===== src/rtl/led_pwm_blinker_pkg.sv =====
// Shared constants and counter-sizing helper for the LED PWM/blink output stage.
package led_pwm_blinker_pkg;

  localparam int LED_COUNT    = 8;
  localparam int PWM_BITS_DEF = 4;

  // Counter width able to hold 0..n-1; never narrower than one bit.
  function automatic int cnt_w(input int n);
    return (n > 1) ? $clog2(n) : 1;
  endfunction

endpackage


===== src/rtl/led_pwm_blinker_if.sv =====
// Control/status bundle between the PIO registers and the LED output stage.
interface led_pwm_blinker_if
  import led_pwm_blinker_pkg::*;
#(
  parameter int PWM_BITS = PWM_BITS_DEF
) ();

  logic [LED_COUNT-1:0] led_in;
  logic [PWM_BITS-1:0]  duty;
  logic [LED_COUNT-1:0] blink_en;
  logic [LED_COUNT-1:0] led;
  logic                 update_pending;

  modport master (
    output led_in, duty, blink_en,
    input  led, update_pending
  );

  modport slave (
    input  led_in, duty, blink_en,
    output led, update_pending
  );

endinterface


===== src/rtl/led_tick_gen.sv =====
// Prescaler: one-cycle tick every TICK_DIV clocks, on the last count of each cycle.
module led_tick_gen
  import led_pwm_blinker_pkg::*;
#(
  parameter int TICK_DIV = 3125
) (
  input  logic clk,
  input  logic reset,
  output logic tick
);

  localparam int            CW   = cnt_w(TICK_DIV);
  localparam logic [CW-1:0] LAST = CW'(TICK_DIV - 1);

  logic [CW-1:0] cnt;

  always_ff @(posedge clk) begin
    if (reset) begin
      cnt <= '0;
    end else if (cnt == LAST) begin
      cnt <= '0;
    end else begin
      cnt <= cnt + CW'(1);
    end
  end

  assign tick = (cnt == LAST);

endmodule


===== src/rtl/led_pwm_blinker.sv =====
// LED pin driver: PWM dimming and slow blinking, with all controls latched on PWM period boundaries.
module led_pwm_blinker
  import led_pwm_blinker_pkg::*;
#(
  parameter int TICK_DIV    = 3125,
  parameter int PWM_BITS    = PWM_BITS_DEF,
  parameter int BLINK_TICKS = 8000
) (
  input  logic               clk,
  input  logic               reset,
  led_pwm_blinker_if.slave   bus
);

  localparam int                  BW         = cnt_w(BLINK_TICKS);
  localparam logic [BW-1:0]       BLINK_LAST = BW'(BLINK_TICKS - 1);
  localparam logic [PWM_BITS-1:0] PWM_MAX    = '1;

  logic                 tick;
  logic                 period_end;
  logic                 pwm_on;
  logic [PWM_BITS-1:0]  pwm_cnt;
  logic [PWM_BITS-1:0]  duty_act;
  logic [BW-1:0]        blink_cnt;
  logic                 blink_phase;
  logic [LED_COUNT-1:0] led_act;
  logic [LED_COUNT-1:0] blink_act;
  logic [LED_COUNT-1:0] led_nxt;
  logic                 pending_nxt;

  led_tick_gen #(
    .TICK_DIV (TICK_DIV)
  ) u_tick_gen (
    .clk   (clk),
    .reset (reset),
    .tick  (tick)
  );

  always_ff @(posedge clk) begin
    if (reset) begin
      pwm_cnt <= '0;
    end else if (tick) begin
      pwm_cnt <= pwm_cnt + PWM_BITS'(1);
    end
  end

  // Shadow copies only move at a period boundary so a period never glitches.
  always_ff @(posedge clk) begin
    if (reset) begin
      led_act   <= '0;
      duty_act  <= '0;
      blink_act <= '0;
    end else if (period_end) begin
      led_act   <= bus.led_in;
      duty_act  <= bus.duty;
      blink_act <= bus.blink_en;
    end
  end

  always_ff @(posedge clk) begin
    if (reset) begin
      blink_cnt   <= '0;
      blink_phase <= 1'b1;
    end else if (tick) begin
      if (blink_cnt == BLINK_LAST) begin
        blink_cnt   <= '0;
        blink_phase <= ~blink_phase;
      end else begin
        blink_cnt <= blink_cnt + BW'(1);
      end
    end
  end

  // Full-scale duty is forced on; otherwise the last PWM slot would always be dark.
  always_comb begin
    period_end  = tick && (pwm_cnt == PWM_MAX);
    pwm_on      = (duty_act == PWM_MAX) || (pwm_cnt < duty_act);
    led_nxt     = led_act & {LED_COUNT{pwm_on}} & (~blink_act | {LED_COUNT{blink_phase}});
    pending_nxt = (bus.led_in != led_act) || (bus.duty != duty_act) ||
                  (bus.blink_en != blink_act);
  end

  always_ff @(posedge clk) begin
    if (reset) begin
      bus.led            <= '0;
      bus.update_pending <= 1'b0;
    end else begin
      bus.led            <= led_nxt;
      bus.update_pending <= pending_nxt;
    end
  end

endmodule


===== src/flat_wrapper.sv =====
// flat-port wrapper written by rule: the top's interface ports become plain ports
module led_pwm_blinker_flat import led_pwm_blinker_pkg::*;
#(
  parameter int TICK_DIV    = 3125,
  parameter int PWM_BITS    = PWM_BITS_DEF,
  parameter int BLINK_TICKS = 8000
)
  (clk, reset, bus_led_in, bus_duty, bus_blink_en, bus_led, bus_update_pending);
  led_pwm_blinker_if #(.PWM_BITS(PWM_BITS)) bus_i ();
  input  logic clk;
  input  logic reset;
  input wire logic [$bits(bus_i.led_in)-1:0] bus_led_in;
  input wire logic [$bits(bus_i.duty)-1:0] bus_duty;
  input wire logic [$bits(bus_i.blink_en)-1:0] bus_blink_en;
  output wire logic [$bits(bus_i.led)-1:0] bus_led;
  output wire logic [$bits(bus_i.update_pending)-1:0] bus_update_pending;
  assign bus_i.led_in = bus_led_in;
  assign bus_i.duty = bus_duty;
  assign bus_i.blink_en = bus_blink_en;
  assign bus_led = bus_i.led;
  assign bus_update_pending = bus_i.update_pending;
  led_pwm_blinker #(.TICK_DIV(TICK_DIV), .PWM_BITS(PWM_BITS), .BLINK_TICKS(BLINK_TICKS)) u_core (.clk(clk), .reset(reset), .bus(bus_i));
endmodule

===== config.mk =====
export PLATFORM = sky130hd
export DESIGN_NAME = led_pwm_blinker_flat
export DESIGN_NICKNAME = d
export VERILOG_FILES = /design/src/rtl/led_pwm_blinker_pkg.sv /design/src/rtl/led_pwm_blinker_if.sv /design/src/rtl/led_tick_gen.sv /design/src/rtl/led_pwm_blinker.sv /design/src/flat_wrapper.sv
export SDC_FILE = /design/constraint.sdc
export NUM_CORES = 1
export LEC_CHECK = 0
export BUFFER_PORTS_ARGS = -buffer_cell sky130_fd_sc_hd__buf_2
export CORE_UTILIZATION = 45
export CTS_CLUSTER_DIAMETER = 30
export DETAILED_ROUTE_END_ITERATION = 8
export GPL_TIMING_DRIVEN = 0
export SYNTH_ARGS = -nofsm -noshare
export SYNTH_HDL_FRONTEND = slang
export SYNTH_SLANG_ARGS = --single-unit

===== constraint.sdc =====
create_clock -name clk -period 3.05 [get_ports clk]
set_input_delay 0.4575 -clock clk [delete_from_list [all_inputs] [get_ports clk]]
set_output_delay 0.4575 -clock clk [all_outputs]
set_load 0.02 [all_outputs]

# [Word level (Yosys, flattened, before mapping)]
# Cells that the tools add are included.
[word_totals] wordCells=32 output_inout_bits=9 n_memories=0 ff_bits=59 latch_bits=0 in_bits=22 mem_bits_ro=0 ramBits=0
[classes] n_bitwise=5 n_addsub=3 div_mod_pow=0 shift=0 n_mux=1 n_eq_ne=7 n_mul=0 order_cmp=1 reduce_logical=6
[op_table] cell="$and A8 B8 Y8" count=2
[op_table] cell="$ne A8 B8 Y1" count=2
[op_table] cell="$add A13 B1 Y13 const B" count=1
[op_table] cell="$eq A13 B13 Y1 const B" count=1
[op_table] cell="$mux W13" count=1
[op_table] cell="$add A12 B1 Y12 const B" count=1
[op_table] cell="$eq A12 B12 Y1 const B" count=1
[op_table] cell="$eq A4 B4 Y1 const B" count=2
[op_table] cell="$not A8 Y8" count=1
[op_table] cell="$or A8 B8 Y8" count=1
[op_table] cell="$add A4 B1 Y4 const B" count=1
[op_table] cell="$lt A4 B4 Y1" count=1
[op_table] cell="$ne A4 B4 Y1" count=1
[op_table] cell="$logic_or A1 B1 Y1" count=3
[op_table] cell="$reduce_and A2 Y1" count=1
[op_table] cell="$reduce_or A2 Y1" count=1
[op_table] cell="$logic_and A1 B1 Y1" count=1
[op_table] cell="$not A1 Y1" count=1

# [Longest topological paths before layout]
# Gate-level depths: netlist of the first run.
[depth] ltp_word=4 mapped_depth=9 ltp_nobuf=7

# [Hierarchy]
# Synthesis of the first run repeated with hierarchy kept, for this count alone.
[unflattened] cells_unflattened=314 hier_area_um2=2701.3
[modules_own_cells] mod="led_pwm_blinker" cells_each=251 area_per_inst_um2=2127.0 instances=1 seq_area_each_um2=940.9
[modules_own_cells] mod="led_tick_gen" cells_each=63 area_per_inst_um2=574.3 instances=1 seq_area_each_um2=240.2

# [Worst setup path after synthesis of the first run]
# OpenSTA, ideal clock, no wires.
[synth_timing] path_kind="reg2reg" startpoint="reg u_core.u_tick_gen.cnt[9]" endpoint="reg u_core.led_act[2]" n_path_buf=2 setup_ns=0.136 period_less_slack_ns=2.029 arrival_time_ns=1.893 path_stages_with_launch=8 setup_slack_ns=1.021 t_required_ns=2.914 cell_sequence="dfxtp_1 > or4_4 > or3_1 > buf_6 > or2_4 > buf_6 > nand2_2 > a21oi_2"
[synth_via] elab_chain_len=2
[synth_lines] item="start: declaration" line_no="led_tick_gen.sv:15" text="logic [CW-1:0] cnt;"
[synth_lines] item="start signal: assignment" line_no="led_tick_gen.sv:23" text="cnt <= cnt + CW'(1);"
[synth_lines] item="$eq A12 B12 Y1" line_no="led_tick_gen.sv:27" text="assign tick = (cnt == LAST);"
[synth_lines] item="$logic_and A1 B1 Y1" line_no="led_pwm_blinker.sv:75" text="period_end = tick && (pwm_cnt == PWM_MAX);"
[synth_lines] item="end signal: assignment" line_no="led_pwm_blinker.sv:53" text="led_act <= bus.led_in;"
[synth_lines] item="end: declaration" line_no="led_pwm_blinker.sv:25" text="logic [LED_COUNT-1:0] led_act;"
# Every way passes these cells.
# A chain may end at the register's enable or synchronous reset.

# [Final worst setup path of the first run]
[layout_timing] startpoint="reg u_core.u_tick_gen.cnt[7]" endpoint="reg u_core.led_act[6]"
# Same word-level chain as after synthesis.

==> results of run 1 <==
==> cell type report <==
cell class | instances | area share
multi-input cells | 240 | 0.452
flip-flops and latches | 59 | 0.364
repair buffers | 30 | 0.0463
clock buffers | 10 | 0.0424
well taps | 75 | 0.0289
plain buffers | 13 | 0.0251
clock inverters | 5 | 0.0239
inverters | 15 | 0.0174
==> power groups by stage <==
stage / clock (uW) / combinational [uW] / sequential (uW)
6_report: 782 / 59.0 / 778
5_1_grt: 841 / 65.7 / 778
4_1_cts: 800 / 60.6 / 778
3_5_place_dp: 0 / 60.2 / 796
3_3_place_gp: 0 / 59.4 / 796
2_1_floorplan: 0 / 29.2 / 796
==> stage by stage <==
step	hold slack, ps	total power, uW	util
after floorplan	438	825	-
after global placement	450	855	0.508
after detailed placement	457	856	0.508
after CTS	360	1640	0.545
after global routing	368	1690	0.545
final	364	1620	0.545
==> per-layer routing <==
layer  up-vias  track usage  part of all wire
met5         -            0                 0
met4         0        0.105             0.020
met3        12       0.0398             0.031
met2        36        0.333              0.46
met1      1023        0.248              0.49
li1       1184            -                 -
==> synthesized netlist by cell type, types with 6 or more instances <==
library cell / count
a21oi_1: 22
ha_1: 7
nand3_1: 9
o21ai_0: 14
xnor2_1: 19
dfxtp_1: 59
nand4_1: 12
xor2_1: 16
inv_1: 15
a21oi_2: 10
nor2_1: 35
and3_1: 6
nand2_2: 10
nand2_1: 43
==> state kept, by name, summed over array words and instances (netlist names) <==
register and cells:
u_core.bus.update_pending 1, u_core.u_tick_gen.cnt 12, u_core.duty_act 4, u_core.blink_act 8, u_core.led_act 8, u_core.blink_phase 1, u_core.bus.led 8, u_core.blink_cnt 13
u_core.pwm_cnt 4
==> logic make-up (layout without fill, tap and decap cells) <==
family / Yosys count / in the layout
flops: 59 / 59
fa+ha+maj: 7 / 7
xor+xnor: 35 / 35
mux: 2 / 2
buf+inv: 28 / 73
compound gates: 56 / 56
simple gates: 140 / 140
==> critical path, cell delays in order, from the launching register on <==
cell and delay (ps):
dfxtp_1 360, or4_4 550, or3_1 370, buf_6 160, or2_4 260, buf_6 160, nand2_2 80, a21oi_2 50
==> how the worst max path moves through the flow <==
stage | from | end | depth (start not counted)
finish | u_core.u_tick_gen.cnt[7]$_SDFF_PP0_ | u_core.led_act[6]$_SDFFE_PP0P_ | 7
global route | u_core.blink_cnt[0]$_SDFFE_PP0P_ | u_core.blink_cnt[5]$_SDFFE_PP0P_ | 7
CTS | u_core.u_tick_gen.cnt[7]$_SDFF_PP0_ | u_core.led_act[6]$_SDFFE_PP0P_ | 7
detailed placement | u_core.u_tick_gen.cnt[7]$_SDFF_PP0_ | u_core.led_act[5]$_SDFFE_PP0P_ | 7
global placement | u_core.u_tick_gen.cnt[7]$_SDFF_PP0_ | u_core.led_act[4]$_SDFFE_PP0P_ | 7
floorplan | u_core.u_tick_gen.cnt[9]$_SDFF_PP0_ | u_core.led_act[2]$_SDFFE_PP0P_ | 7
==> flow_summary_export.csv, run 1 <==
group,metric,value,unit
cells_and_area,nFillCells,587,
cells_and_area,area_growth,16.5,%
floorplan,dieArea,6510,um2
global_route,grt_antenna_before_repair,0,
setup_path,arrival,2340,ps
status,outcome,"finished, final reports clean",
cells_and_area,num_antenna_cells,0,
global_route,gr-usage-all-layers,0.202,
cells_and_area,final_cell_mix,"59 x dfxtp_1, 43 x nand2_1, 35 x nor2_1",
setup_path,rr_endpoint,"u_core.led_act[6]$_SDFFE_PP0P_",
detailed_routing,vias,2255,
pwr,ir_drop,0.000354,V
synth,syn-num-nets,356,
sta,timing.slew.headroom,0.515,
clocking,clk_path_buf_depth,2,
sta,rsz0062_at_grt,"false",
sta,fmax,467,MHz
placement,hpwl,4.09,mm
setup_path,crit_fanout,10,
clocking,cts_buffers,9,
global_route,grt_pass1_wl,9.75,mm
cells_and_area,final_common_cell,"dfxtp_1",
sta,fin_tns_setup,0,ps
floorplan,fp.dieW,80.7,um
synth,ys_ff_latch,59,
detailed_routing,drt-vias-per-instance,5.04,
clocking,cts_sinks,59,
detailed_routing,post_drt_wl_per_cell,13.0,um
clocking,ctsResizeCount,0,
sta,fin_ws,910,ps
cells_and_area,fin_nets,397,
sta,maxSlewViolCount,0,
synth,synth_ff_type,"dfxtp_1",
placement,gp_congestion,0.777,
synth,synth-xor-area-share,0.110,
pwr,power.internal,1270,uW
sta,finClkSkew,8.77,ps
setup_path,worstSetupStartpointType,"flop",
cells_and_area,final_cell_count_no_fill,447,
synth,synth.area.top_cells,"dfxtp_1 42%, xnor2_1 6.0%, nand2_1 5.8%",
clocking,hold_buffers,0,
synth,synth_compound_area_frac,0.120,
synth,syn-cell-area,2780,um2
global_route,grt_pass1_vias,2141,
floorplan,pin_count,31,
min_path,hp-start,"bus_blink_en[6]",
clocking,path_clk_slew,70,ps
cells_and_area,seqCellArea,1180,um2
floorplan,rows,28,
synth,ys_seq_area_frac,0.424,
global_route,grt_overflow_total,0,
pwr,switching_power,345,uW
synth,yosysUniqueCellTypes,41,
global_route,grt_max_degree,11,
detailed_routing,first_pass_iters,4,
synth,synth_top_area_share,0.424,
setup_path,r2r_cells,7,
clocking,cts_setup_buffers,0,
pwr,leakagePower,0.00115,uW
cells_and_area,multiInputGateArea,1470,um2
pwr,p_seq_frac,0.481,
clocking,root_buffer,"clkbuf_8",
min_path,hold_end,"u_core.blink_act[6]$_SDFFE_PP0P_",
setup_path,required,3250,ps
setup_path,cp-end-kind,"flop",
detailed_routing,wl,5.81,mm
sta,worst_pin_slew,723,ps
sta,layout_worst_path_cycle_share,0.702,
synth,synthMuxAreaShare,0.00719,
setup_path,r2r_start,"u_core.u_tick_gen.cnt[7]$_SDFF_PP0_",
floorplan,die_height,80.7,um
synth,ys_warn_count,0,
synth,syn-instance-count,327,
setup_path,setup.worst_path.class,"reg -> reg",
sta,finalSetupViolCount,0,
run,cap_violations,0,
sta,hold_viol,0,
synth,yosysTopAreaCell,"dfxtp_1",
pwr,power_frac_clock,0.483,
clocking,tritoncts,"built",
pwr,p_sw_frac,0.213,
pwr,p_comb_frac,0.036,
floorplan,initial_utilization,0.467,
clocking,htreeDepth,3,
cells_and_area,design_area,3240,um2
min_path,min_path_cells,3,
setup_path,ff2ff_setup_slack,910,ps
pwr,powerDensity,499,nW/um2
cells_and_area,layout-drive-gt1-share,0.207,
synth,synthAdderAreaFrac,0.0315,
detailed_routing,drc,0,
min_path,worstHoldPathType,"in -> reg",
sta,layout_min_cycle_time,2140,ps
synth,ys_async_sr_fraction,0,
synth,synthSimpleGateAreaFrac,0.257,
clocking,insertion_delay,340,ps
detailed_routing,postRouteAntennaNets,0,
floorplan,core_area,5960,um2
placement,place_ws,923,ps
detailed_routing,dr.first_iter.drc_count,67,
synth,synth_area_per_cell,8.51,um2
synth,synth-edff-count,0,
placement,portBuffers,30,
placement,place_area,3030,um2
synth,synth_top_family_by_area,"simple AND/OR/NAND/NOR gates",
placement,placed_cells,432,
(Power assumes the default switching activity.)
==> inputs of run 2 (changes only) <==
==> constraint.sdc (replaced) <==
create_clock -name clk -period 2.13 [get_ports clk]
set_input_delay 0.3195 -clock clk [delete_from_list [all_inputs] [get_ports clk]]
set_output_delay 0.3195 -clock clk [all_outputs]
set_load 0.02 [all_outputs]
==> run 2 against run 1 <==
Effect of this change: non-clock buffer count rose by 2; first-iteration DRC count shrank 15%; wire length up 1.8%; clock power rose by 45%; sequential power grew 43%; die area is the same; worst setup slack worse by 840 ps; via count up 1.1%; clock skew rose by 1.1 ps; design area is 0.58% higher.
==> flow_summary_export.csv, run 2 (synthesis results as in run 1) <==
group,metric,value,unit
cells_and_area,top_register,"u_core.blink_cnt",
clocking,root_buffer,"clkbuf_8",
cells_and_area,area_growth,17.2,%
pwr,leakagePower,0.00116,uW
placement,placed_cells,432,
cells_and_area,largest_reg_flops,13,
clocking,hold_buffers,0,
floorplan,initial_utilization,0.467,
setup_path,crit_fanout,10,
clocking,htreeDepth,3,
min_path,hold_end,"u_core.blink_act[6]$_SDFFE_PP0P_",
setup_path,arrival,2260,ps
detailed_routing,wl,5.92,mm
detailed_routing,drc,0,
setup_path,r2r_start,"u_core.u_tick_gen.cnt[9]$_SDFF_PP0_",
setup_path,r2r_cells,7,
sta,worst_pin_slew,710,ps
global_route,grt_pass1_vias,2144,
floorplan,fp.dieW,80.7,um
cells_and_area,nFillCells,590,
clocking,clk_path_buf_depth,2,
detailed_routing,drt-vias-per-instance,5.08,
placement,hpwl,4.09,mm
sta,finalSetupViolCount,0,
detailed_routing,dr.first_iter.drc_count,57,
sta,hold_viol,0,
placement,portBuffers,30,
setup_path,worstSetupStartpointType,"flop",
cells_and_area,layout-drive-gt1-share,0.219,
global_route,gr-usage-all-layers,0.203,
cells_and_area,fin_nets,399,
clocking,path_clk_slew,70,ps
floorplan,die_height,80.7,um
setup_path,rr_endpoint,"u_core.led_act[6]$_SDFFE_PP0P_",
setup_path,cp-end-kind,"flop",
cells_and_area,final_cell_count_no_fill,449,
floorplan,dieArea,6510,um2
setup_path,ff2ff_setup_slack,70,ps
sta,finClkSkew,9.85,ps
pwr,powerDensity,714,nW/um2
run,cap_violations,0,
clocking,cts_buffers,9,
clocking,tritoncts,"built",
detailed_routing,vias,2279,
setup_path,setup.worst_path.class,"reg -> reg",
global_route,grt_overflow_total,0,
status,outcome,"finished, final reports clean",
sta,timing.slew.headroom,0.523,
placement,gp_congestion,0.777,
floorplan,core_area,5960,um2
floorplan,rows,28,
detailed_routing,postRouteAntennaNets,0,
detailed_routing,post_drt_wl_per_cell,13.2,um
global_route,grt_max_degree,11,
min_path,min_path_cells,3,
sta,maxSlewViolCount,0,
clocking,cts_sinks,59,
cells_and_area,num_antenna_cells,0,
sta,layout_min_cycle_time,2060,ps
sta,layout_worst_path_cycle_share,0.969,
cells_and_area,reg_top3,"u_core.blink_cnt x13, u_core.u_tick_gen.cnt x12",
sta,rsz0062_at_grt,"false",
detailed_routing,first_pass_iters,5,
cells_and_area,final_cell_mix,"57 x dfxtp_1, 43 x nand2_1, 35 x nor2_1",
global_route,grt_antenna_before_repair,0,
floorplan,pin_count,31,
cells_and_area,final_common_cell,"dfxtp_1",
sta,fin_tns_setup,0,ps
clocking,insertion_delay,340,ps
min_path,hp-start,"bus_blink_en[6]",
sta,fmax,485,MHz
setup_path,required,2330,ps
global_route,grt_pass1_wl,9.76,mm
min_path,worstHoldPathType,"in -> reg",
pwr,ir_drop,0.000517,V
-- run 2: cell types whose count changed in the layout (fill, tap and decap cells not counted), sizes merged --
cell | before | now
buf | 38 | 40
-- run 2: per-layer routing --
metal | wire length [um] | global-route usage
met1 | 2870 | 0.249
met2 | 2690 | 0.333
met3 | 239 | 0.0398
met4 | 119 | 0.105
met5 | 0 | 0
-- run 2: worst max-delay path, stage by stage, from the launching register on --
cell and delay (ps):
dfxtp_2 340, or4_4 550, or3_1 330, buf_6 150
or2_4 260, buf_6 160, nand2_2 80, a21oi_2 50
-- run 2: worst max-delay path by stage --
stage,startpoint,endpoint,slack (ps),cells after the start
after floorplan,u_core.u_tick_gen.cnt[9]$_SDFF_PP0_,u_core.led_act[2]$_SDFFE_PP0P_,100,7
after global placement,u_core.u_tick_gen.cnt[7]$_SDFF_PP0_,u_core.led_act[4]$_SDFFE_PP0P_,10,7
after detailed placement,u_core.u_tick_gen.cnt[7]$_SDFF_PP0_,u_core.led_act[5]$_SDFFE_PP0P_,3,7
after CTS,u_core.blink_cnt[0]$_SDFFE_PP0P_,u_core.blink_cnt[5]$_SDFFE_PP0P_,1,7
after global routing,u_core.u_tick_gen.cnt[9]$_SDFF_PP0_,u_core.duty_act[2]$_SDFFE_PP0P_,6,7
final,u_core.u_tick_gen.cnt[9]$_SDFF_PP0_,u_core.led_act[6]$_SDFFE_PP0P_,70,7
-- run 2: stage by stage --
step | area (um2) | utilization | total power [uW] | setup slack [ps] | hold slack [ps]
floorplan | 2780 | - | 1180 | 101 | 438
global placement | 3030 | 0.508 | 1220 | 10.2 | 450
detailed placement | 3030 | 0.508 | 1230 | 2.57 | 457
CTS | 3250 | 0.545 | 2350 | 1.17 | 222
global route | 3260 | 0.548 | 2420 | 6.38 | 230
finish | 3260 | 0.548 | 2330 | 66.3 | 225
-- run 2: cell type report --
class / instances / area (um2) / share of cell area
plain buffers: 13 / 82.6 / 0.0253
clock buffers: 10 / 138 / 0.0422
clock inverters: 5 / 77.6 / 0.0238
inverters: 15 / 56.3 / 0.0173
multi-input cells: 240 / 1470 / 0.449
flip-flops and latches: 59 / 1180 / 0.363
well taps: 75 / 93.8 / 0.0288
repair buffers: 32 / 165 / 0.0506
-- run 2: power breakdown --
group	internal [uW]	switching, uW
Clock	680	451
Combinational	35.6	49.4
Sequential	1110	5.57
-- run 2: what timing repair did --
| item | in CTS | in global routing |
|---|---|---|
| cloned | 0 | 0 |
| endpoints found under the hold margin | 0 | 0 |
| resized for setup | 2 | 2 |
| setup endpoints to repair | 11 | 31 |
| setup buffers | 0 | 2 |
| pin swaps | 0 | 1 |
